## config.mk

```make
export PLATFORM = sky130hd
export DESIGN_NAME = hazard_scoreboard_ctrl
export DESIGN_NICKNAME = d
export VERILOG_FILES = /design/src/rtl/hazard_scoreboard_ctrl.sv
export SDC_FILE = /design/constraint.sdc
export NUM_CORES = 1
export LEC_CHECK = 0
export CORE_ASPECT_RATIO = 0.6
export CORE_MARGIN = 1.5
export CORE_UTILIZATION = 46
export DETAILED_ROUTE_END_ITERATION = 8
export PLACE_DENSITY = 0.8
export SLEW_MARGIN = 20
export SYNTH_ARGS = -nofsm -noshare
export SYNTH_HDL_FRONTEND = slang
export SYNTH_SLANG_ARGS = --single-unit
export TNS_END_PERCENT = 10
```

## constraint.sdc

```tcl
create_clock -name clk -period 2.7 [get_ports clk]
set_clock_uncertainty 0.1 [all_clocks]
set_input_delay 0.27 -clock clk [delete_from_list [all_inputs] [get_ports clk]]
set_output_delay 0.27 -clock clk [all_outputs]
set_load 0.01 [all_outputs]
```

## src/rtl/hazard_scoreboard_ctrl.sv

```systemverilog
// Pipeline hazard controller: load-use bubble insertion, branch flush, memory-wait freeze,
// plus saturating performance counters for stall cycles and flush events.
module hazard_scoreboard_ctrl #(
    parameter int IDX_W     = 5,
    parameter int LU_CYCLES = 1,
    parameter int CNT_W     = 16
) (
    input  logic             clk,
    input  logic             rst,
    input  logic [IDX_W-1:0] fd_rs1_index,
    input  logic [IDX_W-1:0] fd_rs2_index,
    input  logic             fd_rs1_used,
    input  logic             fd_rs2_used,
    input  logic [IDX_W-1:0] de_rd_index,
    input  logic             de_wb_en,
    input  logic             de_is_load,
    input  logic             em_branch_taken,
    input  logic             mem_req_valid,
    input  logic             mem_ready,
    input  logic             cnt_clr,
    output logic             pc_stall,
    output logic             fd_stall,
    output logic             de_stall,
    output logic             em_stall,
    output logic             mw_stall,
    output logic             fd_flush,
    output logic             de_flush,
    output logic             em_flush,
    output logic [CNT_W-1:0] stall_cycles,
    output logic [CNT_W-1:0] flush_events
);

    typedef enum logic [0:0] {
        IDLE     = 1'b0,
        LU_STALL = 1'b1
    } state_t;

    localparam logic [2:0] BCNT_RELOAD = 3'(LU_CYCLES - 1);

    state_t     state_r;
    state_t     state_nxt_s;
    logic [2:0] bcnt_r;
    logic [2:0] bcnt_nxt_s;
    logic       lu_hit_s;
    logic       mem_wait_s;
    logic       flush_evt_s;

    function automatic logic [CNT_W-1:0] sat_inc(input logic [CNT_W-1:0] val);
        if (val == {CNT_W{1'b1}}) begin
            sat_inc = val;
        end else begin
            sat_inc = val + {{(CNT_W-1){1'b0}}, 1'b1};
        end
    endfunction

    // Hazard detection; only loads can hazard since ALU results are forwarded.
    always_comb begin
        lu_hit_s   = de_is_load & de_wb_en & (de_rd_index != {IDX_W{1'b0}}) &
                     ((fd_rs1_used & (fd_rs1_index == de_rd_index)) |
                      (fd_rs2_used & (fd_rs2_index == de_rd_index)));
        mem_wait_s = mem_req_valid & ~mem_ready;
    end

    // Next-state and stage-control decode; freeze outranks flush, flush outranks bubbles.
    always_comb begin
        state_nxt_s = state_r;
        bcnt_nxt_s  = bcnt_r;
        pc_stall    = 1'b0;
        fd_stall    = 1'b0;
        de_stall    = 1'b0;
        em_stall    = 1'b0;
        mw_stall    = 1'b0;
        fd_flush    = 1'b0;
        de_flush    = 1'b0;
        em_flush    = 1'b0;
        flush_evt_s = 1'b0;
        if (mem_wait_s) begin
            pc_stall = 1'b1;
            fd_stall = 1'b1;
            de_stall = 1'b1;
            em_stall = 1'b1;
            mw_stall = 1'b1;
        end else if (em_branch_taken) begin
            fd_flush    = 1'b1;
            de_flush    = 1'b1;
            em_flush    = 1'b1;
            flush_evt_s = 1'b1;
            state_nxt_s = IDLE;
            bcnt_nxt_s  = 3'd0;
        end else begin
            case (state_r)
                IDLE: begin
                    if (lu_hit_s) begin
                        pc_stall = 1'b1;
                        fd_stall = 1'b1;
                        de_flush = 1'b1;
                        if (LU_CYCLES > 1) begin
                            state_nxt_s = LU_STALL;
                            bcnt_nxt_s  = BCNT_RELOAD;
                        end else begin
                            state_nxt_s = IDLE;
                            bcnt_nxt_s  = 3'd0;
                        end
                    end else begin
                        state_nxt_s = IDLE;
                    end
                end
                LU_STALL: begin
                    // lu_hit is deliberately ignored here: the bubble run is not retriggered.
                    pc_stall = 1'b1;
                    fd_stall = 1'b1;
                    de_flush = 1'b1;
                    if (bcnt_r <= 3'd1) begin
                        state_nxt_s = IDLE;
                        bcnt_nxt_s  = 3'd0;
                    end else begin
                        bcnt_nxt_s  = bcnt_r - 3'd1;
                    end
                end
                default: begin
                    state_nxt_s = IDLE;
                    bcnt_nxt_s  = 3'd0;
                end
            endcase
        end
    end

    // FSM state and bubble counter registers.
    always_ff @(posedge clk) begin
        if (rst) begin
            state_r <= IDLE;
            bcnt_r  <= 3'd0;
        end else begin
            state_r <= state_nxt_s;
            bcnt_r  <= bcnt_nxt_s;
        end
    end

    // Saturating perf counters; clear wins over increment.
    always_ff @(posedge clk) begin
        if (rst || cnt_clr) begin
            stall_cycles <= {CNT_W{1'b0}};
            flush_events <= {CNT_W{1'b0}};
        end else begin
            if (pc_stall) begin
                stall_cycles <= sat_inc(stall_cycles);
            end else begin
                stall_cycles <= stall_cycles;
            end
            if (flush_evt_s) begin
                flush_events <= sat_inc(flush_events);
            end else begin
                flush_events <= flush_events;
            end
        end
    end

endmodule

```

==> impl_results.md, run 1 <==
* Mapped Area at 0.00196 mm2
* Hold Crit Class: flop to flop
* Detail Placement HPWL at 3.47 mm
* Clk pwr share at 44.5%
* Tot GR Track Use at 22.0%
* Fillers at 323
* Fraction of the yosys area taken by sequential cells at 36.7%
* Length in cells of the worst reg-to-reg path at 7
* Share of layout cells above drive strength 1 at 6.73%
* CP max FO at 3
* TritonRoute pass-1 iters at 4
* Final Hold Fails at 0
* GP Congestion at 0.795
* Mux share of post-synthesis cell area at 1.53%
* Total negative slack at 0 ns
* FP Rows at 18
* Maximum clock path buffer count at 2
* Internal at 0.000923 W
* Boundary Pins at 65
* Placeable Area at 0.00410 mm2
* Global route overflow at 0
* First-pass GRT wire length at 7.80 mm
* Post-synth EDFFs at 0
* Worst reg2reg path startpoint: stall_cycles[0]
* DP Area at 0.00263 mm2
* Synth Area in Compound Gates at 15.6%
* Most numerous cell in the Yosys netlist: dfxtp_1
* CP Class: input pin to output pin
* Outcome: finished clean
* Relative slew slack at 58.3%
* Max Slew Vio Count at 0
* Share of the synthesized area in the top cell type at 36.7%
* Largest net degree at the start of global routing at 33
* Largest area contributor in the netlist: dfxtp_1
* Fin cells at 357
* Setup-failing EPs final at 0
* Seq pwr share at 45.4%
* Fmax at 0.409 GHz
* Simple-Gate Fraction of Synth Area at 26.4%
* Main combinational cell family by area after synthesis: simple AND/OR/NAND/NOR gates
* Clk root buf: clkbuf_8
* DIE AREA at 0.00468 mm2
* Post-synth top cells: 36 x dfxtp_1, 24 x nor2_1, 19 x a21oi_1
* Htree depth at 2
* Antenna violations before repair at 0
* Power Dens Cells at 425 mW/mm2
* Endpoint, Worst Hold: state_r
* Layout area overhead at 41.1%
* Iter 0 DRT Violations at 124
* Uppermost layer routed: met4
* Worst EP arrival at 2.08 ns
* Net count after synthesis at 261
* Remaining DRCs at 0
* Cts bufs inserted at 5
* Post-synth ARST share at 0%
* Worst hold stages at 2
* Vias in the first global route at 1665
* Sw Pwr at 0.000254 W
* Required time worst endpoint at 2.33 ns
* Post-synthesis cell count at 232
* Logic pwr share at 10.1%
* Final wirelength at 4.75 mm
* Number of distinct library cells after synthesis at 43
* Hold WS at 0.379 ns
* Seq. cell area at 721 um2
* Post-route ant nets at 0
* Mean Syn Cell Area at 8.46 um2
* WL met2 at 2.10 mm
* Leak at 0.951 nW
* Chip width at 87.3 um
* # hold bufs at CTS at 0
* Synth Area in Adders at 2.55%
* Synthesis-stage register bit count at 36
* Vert. Die Dim at 53.6 um
* Top cells by area, synth: dfxtp_1 37%, xor2_1 7.6%, a21oi_1 4.8%
* Top FF cell, synth: dfxtp_1
* CTS tree: done
* Period utilization at 90.6%
* Worst skew pair latency at 0.29 ns
* Routed via count at 1900
* Final Critical Period at 2.45 ns
* Hold path start: state_r
* Max cap viols at 0
* Met1 WL at 2.33 mm
* Per-cell routed wire length at 13.3 um
* Routed met3 length at 282 um
* RSZ-0062 raised after global routing: no
* Design Area, Final at 0.00277 mm2
* Via-to-Cell Ratio at 5.32
* Worst Tran Pin Value at 0.626 ns
* Setup crit end kind: output pin
* VDD IR max at 280 uV
* Clk sinks at 36
* Antenna cells at 0
* Buffers added on ports at 64
* CP Launch Type: input pin
* Multi-input logic area at 0.00113 mm2
* Worst-path clk slew at 0.07 ns
* Switching share of total power at 21.6%
* Post-layout power at 0.00118 W
* R2r endpoint: stall_cycles[15]
* Syn. warnings at 0
* Placed Cells at 349
* Nets at 325
* Xor and xnor area share after synthesis at 10.7%
* Initial Utilization at 47.9%
* R2r setup slk at 0.35 ns
==> cells by family (layout without fill, tap and decap cells) <==
| kind of cell | Yosys count | in the layout |
|---|---|---|
| buffers and inverters | 23 | 88 |
| AND/OR/NAND/NOR | 95 | 95 |
| XOR/XNOR | 24 | 24 |
| adder cells (fa/ha/maj) | 4 | 4 |
| AO/OA/AOI/OAI | 47 | 47 |
| multiplexers | 3 | 3 |
| flip-flops | 36 | 36 |
==> sequential cells by signal, summed over array words and instances, names as in the netlist <==
name	count
state_r	1
stall_cycles	16
flush_events	16
bcnt_r	3
==> worst max-delay path by stage <==
| stage | depth (start not counted) | to | startpoint |
|---|---|---|---|
| floorplan | 9 | stall_cycles[1] | stall_cycles[0] |
| global placement | 6 | fd_stall | de_rd_index[3] |
| detailed placement | 6 | fd_stall | de_rd_index[3] |
| CTS | 6 | de_flush | de_rd_index[2] |
| global route | 6 | fd_stall | de_rd_index[3] |
| finish | 6 | fd_stall | de_rd_index[3] |
==> per-layer routing <==
metal,global-route usage [%],vias to the layer above
li1,-,963
met1,30.7,875
met2,32.8,57
met3,7.98,5
met4,4.76,0
met5,0,-
==> final cells by class <==
| cell class | count | area share [%] |
|---|---|---|
| well taps | 60 | 2.71 |
| inverters | 12 | 1.63 |
| flip-flops and latches | 36 | 26.0 |
| clock inverters | 1 | 1.08 |
| clock buffers | 7 | 3.48 |
| repair buffers | 68 | 24.2 |
| multi-input cells | 173 | 40.9 |
==> repair_timing <==
item                                   CTS  global route
gates resized for setup                  2             4
setup endpoints to repair                2             1
endpoints found under the hold margin    0             0
buffers inserted                         0             0
==> worst max-delay path: stages <==
cell	delay, ns
clkdlybuf4s50_1	0.46
xor2_1	0.20
nor4_2	0.31
a32oi_2	0.19
o311ai_2	0.33
dlygate4sd2_1	0.32
==> placed cells by master, fill, tap and decap left out, drive strengths merged, types with 3 or more instances in the layout <==
cell type      count
clkdlybuf4s50     61
dfxtp             36
nor2              24
a21oi             19
xor2              17
inv               12
nand2             11
nand3             11
or3               10
or4                9
nand4              9
o21ai              9
o31ai              8
xnor2              7
clkbuf             7
nor3               5
ha                 4
buf                4
nand2b             3
and4               3
mux2i              3
==> power by group through the flow <==
stage	Clock, W	Combinational, W	Sequential [W]
6_report	0.000523	0.000119	0.000535
5_1_grt	0.000564	0.000128	0.000535
4_1_cts	0.000537	0.000115	0.000535
3_3_place_gp	0	0.000115	0.000547
2_1_floorplan	0	0.0000578	0.000547
3_5_place_dp	0	0.000116	0.000547
==> metrics by stage <==
step | util (%) | setup slack (ns)
floorplan | - | 0.478
global placement | 64.0 | -0.000864
detailed placement | 64.0 | -0.0193
CTS | 67.1 | 0.0268
global route | 67.6 | 0.107
finish | 67.6 | 0.253
Note: power is estimated with default switching activity, not from simulation.
==> run 2, diff against run 1 <==
--- a/config.mk
+++ b/config.mk
@@ -5,7 +5,7 @@
 export SDC_FILE = /design/constraint.sdc
 export NUM_CORES = 1
 export LEC_CHECK = 0
-export CORE_ASPECT_RATIO = 0.6
+export CORE_ASPECT_RATIO = 2
 export CORE_MARGIN = 1.5
 export CORE_UTILIZATION = 46
 export DETAILED_ROUTE_END_ITERATION = 8
==> impl_results.md, run 2 (same netlist as run 1, synthesis figures left out) <==
* Maximum clock path buffer count at 2 (unchanged)
* Period utilization at 91.8% (+1.2 points)
* Outcome: finished clean
* Fmax at 0.403 GHz (-1.3%)
* Post-Place Worst Slack at -0.125 ns (-0.106 ns)
* DIE AREA at 0.00469 mm2 (+0.24%)
* Htree depth at 2 (unchanged)
* Max cap viols at 0 (unchanged)
* Final wirelength at 5.09 mm (+7.1%)
* CP Class: input pin to output pin
* Final core occ at 67.6% (about the same)
* # hold bufs at CTS at 0 (unchanged)
* Seq. cell area at 721 um2 (unchanged)
* Layout area overhead at 40.8%
* Largest net degree at the start of global routing at 33 (unchanged)
* Relative slew slack at 58.2% (-0.14 points)
* Clk root buf: clkbuf_8
* Vert. Die Dim at 95.4 um (+78%)
* Initial Utilization at 48.0% (+0.13 points)
* CP Launch Type: input pin
* Routed via count at 1939 (+2.1%)
* Hold Crit Class: flop to flop
* Buffers added on ports at 64 (unchanged)
* Worst EP arrival at 2.11 ns (+0.03 ns)
* VDD IR max at 346 uV (+24%)
* Placeable Area at 0.00409 mm2 (-0.27%)
* Iter 0 DRT Violations at 30 (-76%)
* Final Critical Period at 2.48 ns (+0.0321 ns)
* Nets at 330 (+1.5%)
* Antenna violations before repair at 0 (unchanged)
* Vias in the first global route at 1772 (+6.4%)
* GP Congestion at 0.779 (-2.0%)
* Clk sinks at 36 (unchanged)
* Setup crit end kind: output pin
* Detail Placement HPWL at 3.70 mm (+6.5%)
* Power Dens Cells at 369 mW/mm2 (-13%)
* Biggest regs: flush_events (16), stall_cycles (16), bcnt_r (3)
* Most common cell after layout, fill and taps aside: clkdlybuf4s50_1
* Most frequent cells in the layout: 57 x clkdlybuf4s50_1, 36 x dfxtp_1, 24 x nor2_1, 19 x a21oi_1, 17 x xor2_1
* Boundary Pins at 65 (unchanged)
* FP Rows at 33 (+15)
* Worst Tran Pin Value at 0.628 ns (+0.00212 ns)
* Tot GR Track Use at 21.6% (-0.41 points)
* Per-cell routed wire length at 14.4 um (+8.3%)
* Via-to-Cell Ratio at 5.49 (+3.2%)
* Share of layout cells above drive strength 1 at 7.97% (+1.2 points)
* CTS tree: done
* First-pass GRT wire length at 7.90 mm (+1.2%)
* TritonRoute pass-1 iters at 4 (unchanged)
* Chip width at 49.2 um (-44%)
* Post-route ant nets at 0 (unchanged)
* CP max FO at 3 (unchanged)
* Fillers at 334 (+3.4%)
* Global route overflow at 0 (unchanged)
* Cts bufs inserted at 5 (unchanged)
* Required time worst endpoint at 2.33 ns (about the same)
* Leak at 0.988 nW (+4.0%)
* Setup-failing EPs final at 0 (unchanged)
* RSZ-0062 raised after global routing: no
* Antenna cells at 0 (unchanged)
* Multi-input logic area at 0.00114 mm2 (+0.44%)
* Final Hold Fails at 0 (unchanged)
* Worst-path clk slew at 0.07 ns (about the same)
* Worst skew pair latency at 0.29 ns (about the same)
* Remaining DRCs at 0 (unchanged)
* Max Slew Vio Count at 0 (unchanged)
* Post-route setup slack at 0.221 ns (-0.0321 ns)
[run 2: cell types whose count changed in the layout (fill, tap and decap cells not counted)]
cell / delta
clkinv_2: +1
o31ai_1: +1
buf_4: +5
clkdlybuf4s50_1: -4
nor4_2: +1
dlymetal6s2s_1: +4
or4_4: +1
o31ai_2: -1
or4_1: -1
clkbuf_8: -2
nor4_1: -1
bufinv_16: -1
clkbuf_1: +1
[run 2: final timing paths]
| check | endpoint | start | slack [ns] | cells past startpoint |
|---|---|---|---|---|
| worst max register to register | stall_cycles[13] | stall_cycles[0] | 0.34 | 7 |
| worst max-delay path | pc_stall | fd_rs1_index[3] | 0.22 | 7 |
| worst min register to register | state_r | state_r | 0.38 | 2 |
| worst min-delay path | state_r | state_r | 0.38 | 2 |
[run 2: metrics by stage]
stage	hold WS (ns)	cells	power, W	instance area, um2	TNS [ns]
after floorplan	0.239	232	0.000605	1960	0
after global routing	0.394	353	0.00106	2760	0
after CTS	0.379	349	0.00102	2700	-0.0715
final	0.378	353	0.00102	2760	0
after detailed placement	0.370	341	0.000664	2620	-0.415
after global placement	0.362	341	0.000662	2620	-0.240
[run 2: layout make-up]
type | count | share of cell area, %
clock buffers | 6 | 2.63
clock inverters | 1 | 0.181
inverters | 12 | 1.63
multi-input cells | 173 | 41.1
flip-flops and latches | 36 | 26.1
well taps | 52 | 2.35
repair buffers | 73 | 26.0
[run 2: timing repair]
action / CTS / global route
gates cloned: 0 / 0
buffers inserted: 1 / 4
pin swaps: 3 / 4
resized for setup: 2 / 9
setup endpoints to repair: 3 / 1
endpoints found under the hold margin: 0 / 0
[run 2: layer usage]
metal	GRT usage (%)	vias to the layer above	wire length [um]
li1	-	964	-
met1	20.2	906	1860
met2	43.4	58	2910
met3	3.76	11	195
met4	10.5	0	121
met5	0	-	0
[run 2: where the power goes]
part           switching (W)  total, W  internal, W
Sequential        0.00000243  0.000535     0.000532
Clock               0.000182  0.000358     0.000175
Combinational      0.0000571  0.000127    0.0000695
[run 2: critical path, cell delays in order]
cell and delay (ns):
clkdlybuf4s50_1 0.42, xor2_1 0.16, nor4_2 0.30, a32oi_2 0.18
buf_4 0.16, o311ai_2 0.30, dlygate4sd2_1 0.32
==> run 3, diff against run 2 <==
--- a/config.mk
+++ b/config.mk
@@ -9,6 +9,7 @@
 export CORE_MARGIN = 1.5
 export CORE_UTILIZATION = 46
 export DETAILED_ROUTE_END_ITERATION = 8
+export HOLD_SLACK_MARGIN = 0.15
 export PLACE_DENSITY = 0.8
 export SLEW_MARGIN = 20
 export SYNTH_ARGS = -nofsm -noshare
==> results of run 3 <==
Final layout, timing and power as in run 2 (identical DEF).
